## src/rtl/buffer_rd_stream.sv

```systemverilog
// Read-side drain engine for the frame buffer's wide port B.
// Streams word_cnt words from base_addr through a 2-entry skid FIFO.
module buffer_rd_stream #(
  parameter int WIDTHB     = 16,
  parameter int ADDRWIDTHB = 8
) (
  input  logic                  buffer_clk,
  input  logic                  buffer_rst_n,
  input  logic                  start,
  input  logic [ADDRWIDTHB-1:0] base_addr,
  input  logic [ADDRWIDTHB:0]   word_cnt,
  output logic [ADDRWIDTHB-1:0] buffer_addr_b,
  output logic                  buffer_we_b,
  input  logic [WIDTHB-1:0]     buffer_dout_b,
  output logic [WIDTHB-1:0]     m_data,
  output logic                  m_valid,
  output logic                  m_last,
  input  logic                  m_ready,
  output logic                  busy,
  output logic                  done
);

  typedef enum logic [1:0] {
    IDLE,
    RUN,
    DRAIN,
    DONE
  } state_t;

  localparam logic [ADDRWIDTHB-1:0] A_ONE = 1;
  localparam logic [ADDRWIDTHB:0]   C_ONE = 1;
  localparam logic [ADDRWIDTHB:0]   C_ZERO = 0;

  state_t                state;
  logic [ADDRWIDTHB-1:0] cur_addr;
  logic [ADDRWIDTHB:0]   remaining;
  logic                  pending;
  logic                  pend_last;

  logic [WIDTHB-1:0]     fifo_d [2];
  logic [1:0]            fifo_l;
  logic                  wr_ptr;
  logic                  rd_ptr;
  logic [1:0]            fifo_cnt;

  logic                  pop;
  logic                  issue;
  logic [2:0]            occ;

  assign buffer_we_b = 1'b0;
  assign m_valid     = (fifo_cnt != 2'd0);
  assign m_data      = fifo_d[rd_ptr];
  assign m_last      = m_valid & fifo_l[rd_ptr];
  assign pop         = m_valid & m_ready;

  // Entries held plus the read in flight, after this cycle's pop.
  assign occ   = {1'b0, fifo_cnt} + {2'b0, pending} - {2'b0, pop};
  assign issue = (state == RUN) && (remaining != C_ZERO) && (occ < 3'd2);

  always_ff @(posedge buffer_clk or negedge buffer_rst_n) begin
    if (!buffer_rst_n) begin
      state         <= IDLE;
      cur_addr      <= '0;
      remaining     <= '0;
      buffer_addr_b <= '0;
      pending       <= 1'b0;
      pend_last     <= 1'b0;
      busy          <= 1'b0;
      done          <= 1'b0;
    end else begin
      pending   <= issue;
      pend_last <= issue && (remaining == C_ONE);
      case (state)
        IDLE: begin
          if (start) begin
            cur_addr  <= base_addr;
            remaining <= word_cnt;
            busy      <= 1'b1;
            if (word_cnt == C_ZERO) begin
              state <= DONE;
              done  <= 1'b1;
            end else begin
              state <= RUN;
            end
          end
        end
        RUN: begin
          if (issue) begin
            buffer_addr_b <= cur_addr;
            cur_addr      <= cur_addr + A_ONE;
            remaining     <= remaining - C_ONE;
            if (remaining == C_ONE) state <= DRAIN;
          end
        end
        DRAIN: begin
          if (pop && m_last) begin
            state <= DONE;
            done  <= 1'b1;
          end
        end
        DONE: begin
          done  <= 1'b0;
          busy  <= 1'b0;
          state <= IDLE;
        end
        default: state <= IDLE;
      endcase
    end
  end

  always_ff @(posedge buffer_clk or negedge buffer_rst_n) begin
    if (!buffer_rst_n) begin
      fifo_d[0] <= '0;
      fifo_d[1] <= '0;
      fifo_l    <= '0;
      wr_ptr    <= 1'b0;
      rd_ptr    <= 1'b0;
      fifo_cnt  <= '0;
    end else begin
      if (pending) begin
        fifo_d[wr_ptr] <= buffer_dout_b;
        fifo_l[wr_ptr] <= pend_last;
        wr_ptr         <= ~wr_ptr;
      end
      if (pop) rd_ptr <= ~rd_ptr;
      fifo_cnt <= fifo_cnt + {1'b0, pending} - {1'b0, pop};
    end
  end

endmodule

```

## config.mk

```make
export PLATFORM = sky130hd
export DESIGN_NAME = buffer_rd_stream
export DESIGN_NICKNAME = d
export VERILOG_FILES = /design/src/rtl/buffer_rd_stream.sv
export SDC_FILE = /design/constraint.sdc
export NUM_CORES = 1
export LEC_CHECK = 0
export ABC_CLOCK_PERIOD_IN_PS = 3300
export CAP_MARGIN = 10
export CELL_PAD_IN_SITES_DETAIL_PLACEMENT = 0
export CELL_PAD_IN_SITES_GLOBAL_PLACEMENT = 1
export CORE_MARGIN = 10
export CORE_UTILIZATION = 41
export DETAILED_ROUTE_END_ITERATION = 7
export GPL_ROUTABILITY_DRIVEN = 1
export MAX_ROUTING_LAYER = met4
export PLACE_DENSITY_LB_ADDON = 0.1
export SKIP_LAST_GASP = 1
export SLEW_MARGIN = 20
export SYNTH_ARGS = -nofsm -noshare
export SYNTH_HDL_FRONTEND = slang
export SYNTH_SLANG_ARGS = --single-unit
```

## constraint.sdc

```tcl
create_clock -name buffer_clk -period 3.3 [get_ports buffer_clk]
set_input_delay 0.66 -clock buffer_clk [delete_from_list [all_inputs] [get_ports buffer_clk]]
set_output_delay 0.66 -clock buffer_clk [all_outputs]
set_load 0.02 [all_outputs]
```

Word level (Yosys, flattened, before mapping) --
Index checks and enable logic that the tools add are counted.
Operators by class: reductions and logical operators 18, multipliers 0, mux-type cells 29, divide/modulo/power cells 0, order comparisons 7, eq/ne operators 9, bitwise logic cells 6, add/sub/neg operators 6, shift operators 0
Operator list (count):
- $mux W16 | 4
- $bwmux W32 | 1
- $mux W9 | 2
- $pmux W9 S2 | 1
- $demux W16 S1 | 1
- $mux W8 | 2
- $pmux W8 S2 | 1
- $mux W2 | 5
- $eq A9 B1 Y1 const B | 1
- $logic_not A9 Y1 | 1
- $reduce_bool A9 Y1 | 1
- $sub A9 B1 Y9 const B | 1
- $add A8 B1 Y8 const B | 1
- $ne A2 B2 Y1 const B | 4
- $pmux W2 S4 | 1
- $reduce_and A4 Y1 | 2
- $mux W1 | 7
- $logic_and A1 B1 Y1 | 6
- $reduce_bool A2 Y1 | 3
- $eq A2 B2 Y1 const B | 2
- $ge A2 B2 Y1 const B | 2
- $lt A1 B2 Y1 const B | 2
- $not A1 Y2 | 2
- $reduce_and A2 Y1 | 2
- 18 further kinds | 20
Word-level totals: memory bits (read-only) 0, bits in registers 69, input bits 37, output and inout port bits 29, latch bits 0, memories 0, word-level logic and storage cells 89, memory bits (writable) 0

Depth between registers and ports, before layout --
depth after elaboration 7, depth in mapped cells 13, gate-level depth less buffers 12

Worst setup path after synthesis --
Ideal clock, no wire load.
path kind register to register, start point register fifo_cnt[1], end point register remaining[5], period minus slack after synthesis 2.930 ns, cell stages (with the launch flop) 12, required time 3.231 ns, path buffers 0, slack 0.370 ns, setup time 0.069 ns, arrival time 2.861 ns, cells stage by stage dfrtp_1 -> or2_2 -> nand2_1 -> inv_1 -> ha_1 -> inv_1 -> ha_1 -> fa_1 -> nor4_4 -> a21oi_1 -> or4_1 -> nand3_1
On the way: word-level cells in the longest chain between the ends 7, elaborated cells on any way between the ends 8, classes of those cells add/sub: 2; order compare: 1; eq/ne: 1; bitwise: 1; reduce/logical: 3
Ends and longest elaborated chain:
- start: declaration | line 44 | logic [1:0] fifo_cnt;
- start signal: assignment | line 126 | fifo_cnt <= fifo_cnt + {1'b0, pending} - {1'b0, pop};
- $reduce_bool A2 Y1 | line 51 | assign m_valid = (fifo_cnt != 2'd0);
- named net m_valid | line 16 | output logic m_valid,
- $and A1 B1 Y1 | line 54 | assign pop = m_valid & m_ready;
- named net pop | line 46 | logic pop;
- $sub A3 B1 Y3 | line 57 | assign occ = {1'b0, fifo_cnt} + {2'b0, pending} - {2'b0, pop};
- named net occ[1] | line 48 | logic [2:0] occ;
- $lt A3 B2 Y1 | line 58 | assign issue = (state == RUN) && (remaining != C_ZERO) && (occ < 3'd2);
- $logic_and A1 B1 Y1 | line 58
- $ne A2 B2 Y1 (no line)
- $reduce_and A3 Y1 (no line)
- end signal: assignment | line 77 | remaining <= word_cnt;
- end signal: assignment | line 91 | remaining <= remaining - C_ONE;
- end: declaration | line 36 | logic [ADDRWIDTHB:0] remaining;
The timed path passes the listed nets, and every way through them passes these cells. A chain may end at the register's enable or synchronous reset.

Worst setup path in the final report --
start point register fifo_cnt[1], end point register remaining[4]
On the way: word-level cells in the longest chain between the ends 7, elaborated cells on any way between the ends 8, classes of those cells add/sub: 2; order compare: 1; eq/ne: 1; bitwise: 1; reduce/logical: 3
Ends and longest elaborated chain (line):
- $reduce_bool A2 Y1 | 51
- $and A1 B1 Y1 | 54
- named net pop | 46
- $sub A3 B1 Y3 | 57
- $lt A3 B2 Y1 | 58
- $logic_and A1 B1 Y1 | 58
- $ne A2 B2 Y1 (no line)
- $reduce_and A3 Y1 (no line)
The timed path passes the listed nets, and every way through them passes these cells.

==> metrics.md <==
| Metric | Value |
|---|---|
| Initial antenna violation count | 0 |
| Port buffer count | 64 |
| Core ar. | 8180 sq um |
| Final wirelength | 7420 um |
| Crit-path leading delay family | adder cells |
| Buf+Inv Stages, Crit Path | 4 |
| Gr usage total | 12.8% |
| Slew @ Worst Pin | 0.901 ns |
| Final Max Tran Viols | 0 |
| Cts hold-fix bufs | 0 |
| Fmax achieved | 341 MHz |
| RSZ-0062 raised after global routing | false |
| Die Width | 111 um |
| CTS Root Cell | clkbuf_8 |
| CTS sink count | 69 |
| Final Critical Period | 2.93 ns |
| Worst VDD drop | 0.000407 V |
| CP arrival | 3.15 ns |
| Syn Area/Cell | 11.9 sq um |
| Worst Path Required | 3.52 ns |
| Critical Path Max Stage Delay | 0.42 ns |
| DR DRC count | 0 |
| Die Area | 12400 sq um |
| Post-synthesis cell count | 289 |
| Worst r2r path cells | 14 |
| Worst skew pair latency | 0.33 ns |
| Post-Synth Adder-Cell Area | 4.24% |
| First-pass GRT wire length | 12900 um |
| Pre-Repair DR Iteration Count | 4 |
| Postcts setup bufs | 0 |
| ANT nets after route | 0 |
| CP Max Fanout | 6 |
| Synth Net Count | 337 |
| Min-delay worst type | in -> async |
| Clock Pin Slew Worst Setup and Hold Paths | 0.08 ns |
| Endpoints failing setup | 0 |
| Hold_ws | 0.380 ns |
| Clock Skews | 0.00653 ns |
| Ant diodes | 0 |
| GRT overflow | 0 |
| Sequential share of the synthesized area | 50.4% |
| R2R Path Start | fifo_cnt[1] |
| Vias per std cell | 5.12 |
| Max-slew headroom | 39.6% |
| CTS tree | built |
| Worst setup startpoint | fifo_cnt[1] |
| Setup Crit Path Kind | reg -> reg |
| DRT iter0 DRCs | 50 |
| Status | complete, no violations |
| # IOs | 66 |
| Std-Cell Rows | 33 |
| HPWL Detailed | 5590 um |
| Area of the multi-input gates | 1590 sq um |
| Sum Neg Setup Slack | 0 ns |
| Reg2reg setup slack | 0.37 ns |
| Starting Density | 41.9% |
| Critical path depth in cells | 14 |
| Maxcap violations | 0 |
| Hold Fails Final Rpt | 0 |
| Post-synthesis simple-gate area fraction | 11.5% |
| Largest family of logic cells by synthesized area | multiplexers |
| Power Density | 1070 nW/um^2 |
| Routed len/inst | 15.7 um |
| Fill cell count | 742 |
| Leakage | 1.92 nW |
| Reg2reg end | remaining[4] |
| FF/Latch Area | 1730 sq um |
| Cell area after synthesis | 3430 sq um |
| Mux cell area share after synthesis | 21.4% |
| Synth Area in Compound Gates | 8.36% |
| Yosys Warn Count | 0 |
| Max Buffers Root-to-Sink | 2 |
| Num CTS Buffers | 9 |
| Slowest stage cell, crit path | dfrtp_1 |
| Die height | 111 um |
| Area Overhead vs Synth | 29.8% |
| CP endpoint kind | flip-flop |
| Synth Register Bits | 69 |
| Routability cong. | 0.752 |
| Nets@finish | 411 |
| CP Cell Sequence | or2_2, nand2_1, inv_1, ha_1, inv_1, ha_1, fa_1, xnor2_1, nor4_4, buf_4, nand2_1, buf_4, o21ai_0, a21oi_1 |
| Layout cells sized above 1 | 25.5% |
| Pin count of the biggest net entering global routing | 39 |
| Post-CTS sizing | 0 |
| Final period utilization | 88.8% |
| Via Count | 2421 |
| Vias in the first global route | 2610 |
| Xor/xnor cell area share of the yosys netlist | 0.767% |
| CP Capture Point | remaining[4] |
| Startpoint type of the worst setup path | flip-flop |
| Yosys cell types | 49 |
| Htree depth | 3 |
registers in the layout, summed over array words and instances (netlist names), 2 cells and up:
name           flops
cur_addr           8
fifo_cnt           2
fifo_d            32
state              2
fifo_l             2
remaining          9
buffer_addr_b      8
cells in the final DEF (no fill, tap or decap), drive strengths merged, types with 3 or more instances in the layout:
| cell type | instances |
|---|---|
| buf | 12 |
| nor3 | 5 |
| nor2 | 7 |
| nor4 | 4 |
| o21ai | 12 |
| nand4 | 3 |
| mux2 | 58 |
| ha | 10 |
| nand2 | 23 |
| inv | 13 |
| clkbuf | 11 |
| mux2i | 8 |
| clkdlybuf4s50 | 63 |
| or3 | 3 |
| nand2b | 3 |
| nand3 | 10 |
| o22ai | 5 |
| a21oi | 12 |
| dfrtp | 69 |
| a31oi | 3 |
| nand4b | 3 |
worst reg2reg max path, cell delays in order, from the launching register on:
cell and delay, ns:
dfrtp_1 0.42, or2_2 0.31, nand2_1 0.10, inv_1 0.05, ha_1 0.26, inv_1 0.04, ha_1 0.18, fa_1 0.38
xnor2_1 0.18, nor4_4 0.28, buf_4 0.17, nand2_1 0.06, buf_4 0.16, o21ai_0 0.17, a21oi_1 0.08
layer usage:
| layer | vias to the layer above | routed length [um] | share of wire, % | GRT usage [%] |
|---|---|---|---|---|
| met3 | 7 | 265 | 3.6 | 3.44 |
| met4 | 0 | 92 | 1.2 | 4.63 |
| met5 | - | 0 | 0 | - |
| met2 | 48 | 3660 | 49 | 20.6 |
| li1 | 1196 | - | - | - |
| met1 | 1170 | 3410 | 46 | 15.1 |
where the power goes:
| group | switching (mW) | leakage (nW) | internal, mW | total, mW |
|---|---|---|---|---|
| clock network | 0.315 | 0.104 | 0.429 | 0.744 |
| registers | 0.297 | 0.825 | 1.26 | 1.56 |
| logic | 1.17 | 0.990 | 1.28 | 2.45 |
cell usage after synthesis, drive strengths merged:
cell    number  share of area (%)
inv         13                1.4
nand2       23                2.5
and3b        1               0.26
ha          10                3.7
nand4        3               0.55
or2          2               0.37
a22oi        2               0.44
o211ai       1               0.22
o311a        1               0.29
nand3       10                1.6
o211a        1               0.29
nor3         5               0.73
a31oi        3               0.55
clkbuf       5               0.58
nand4b       3               0.95
o32ai        1               0.26
or4          1               0.22
nor2b        2               0.37
mux2i        8                2.3
conb         1               0.11
mux2        58                 19
o21a         1               0.22
a21o         1               0.22
buf          7                1.2
and3         1               0.18
xor2         1               0.26
or3          3               0.84
o22ai        5               0.91
o21ai       12                1.8
fa           1               0.58
a211oi       1               0.22
o21bai       1               0.22
xnor2        2               0.51
dfrtp       69                 50
o41ai        2               0.51
nor4         4                1.6
nand2b       3               0.55
a21oi       12                1.8
nor2         7               0.77
a32oi        2               0.51
worst min path at each step:
stage	end	slack (ns)	cells past startpoint
2_1_floorplan	buffer_addr_b[0]	0.36	0
5_1_grt	fifo_d[5]	0.42	1
3_5_place_dp	fifo_l[0]	0.49	1
6_report	fifo_d[5]	0.38	1
3_3_place_gp	fifo_d[6]	0.48	1
4_1_cts	fifo_d[5]	0.40	1
layout make-up:
type	instances	share of cell area [%]
Sequential cell	69	38.8
Multi-Input combinational cell	195	35.8
Timing Repair Buffer	75	16.4
Clock buffer	11	2.96
Tap cell	105	2.96
Clock inverter	5	1.91
Inverter	13	1.10
through the flow:
stage	util (%)	area, sq um	setup WS [ns]	instances	total power [mW]
floorplan	-	3430	0.370	289	3.17
global placement	51.7	4230	0.0695	457	4.01
detailed placement	51.7	4230	0.0357	457	4.07
CTS	54.4	4450	0.349	473	4.83
global route	54.4	4450	0.187	473	5.14
finish	54.4	4450	0.369	473	4.75
cells by family after synthesis:
family,Yosys count
other,1
XOR/XNOR,3
adder cells (fa/ha/maj),11
multiplexers,66
AO/OA/AOI/OAI,46
AND/OR/NAND/NOR,68
flip-flops,69
buffers and inverters,25
(Power assumes the default switching activity.)
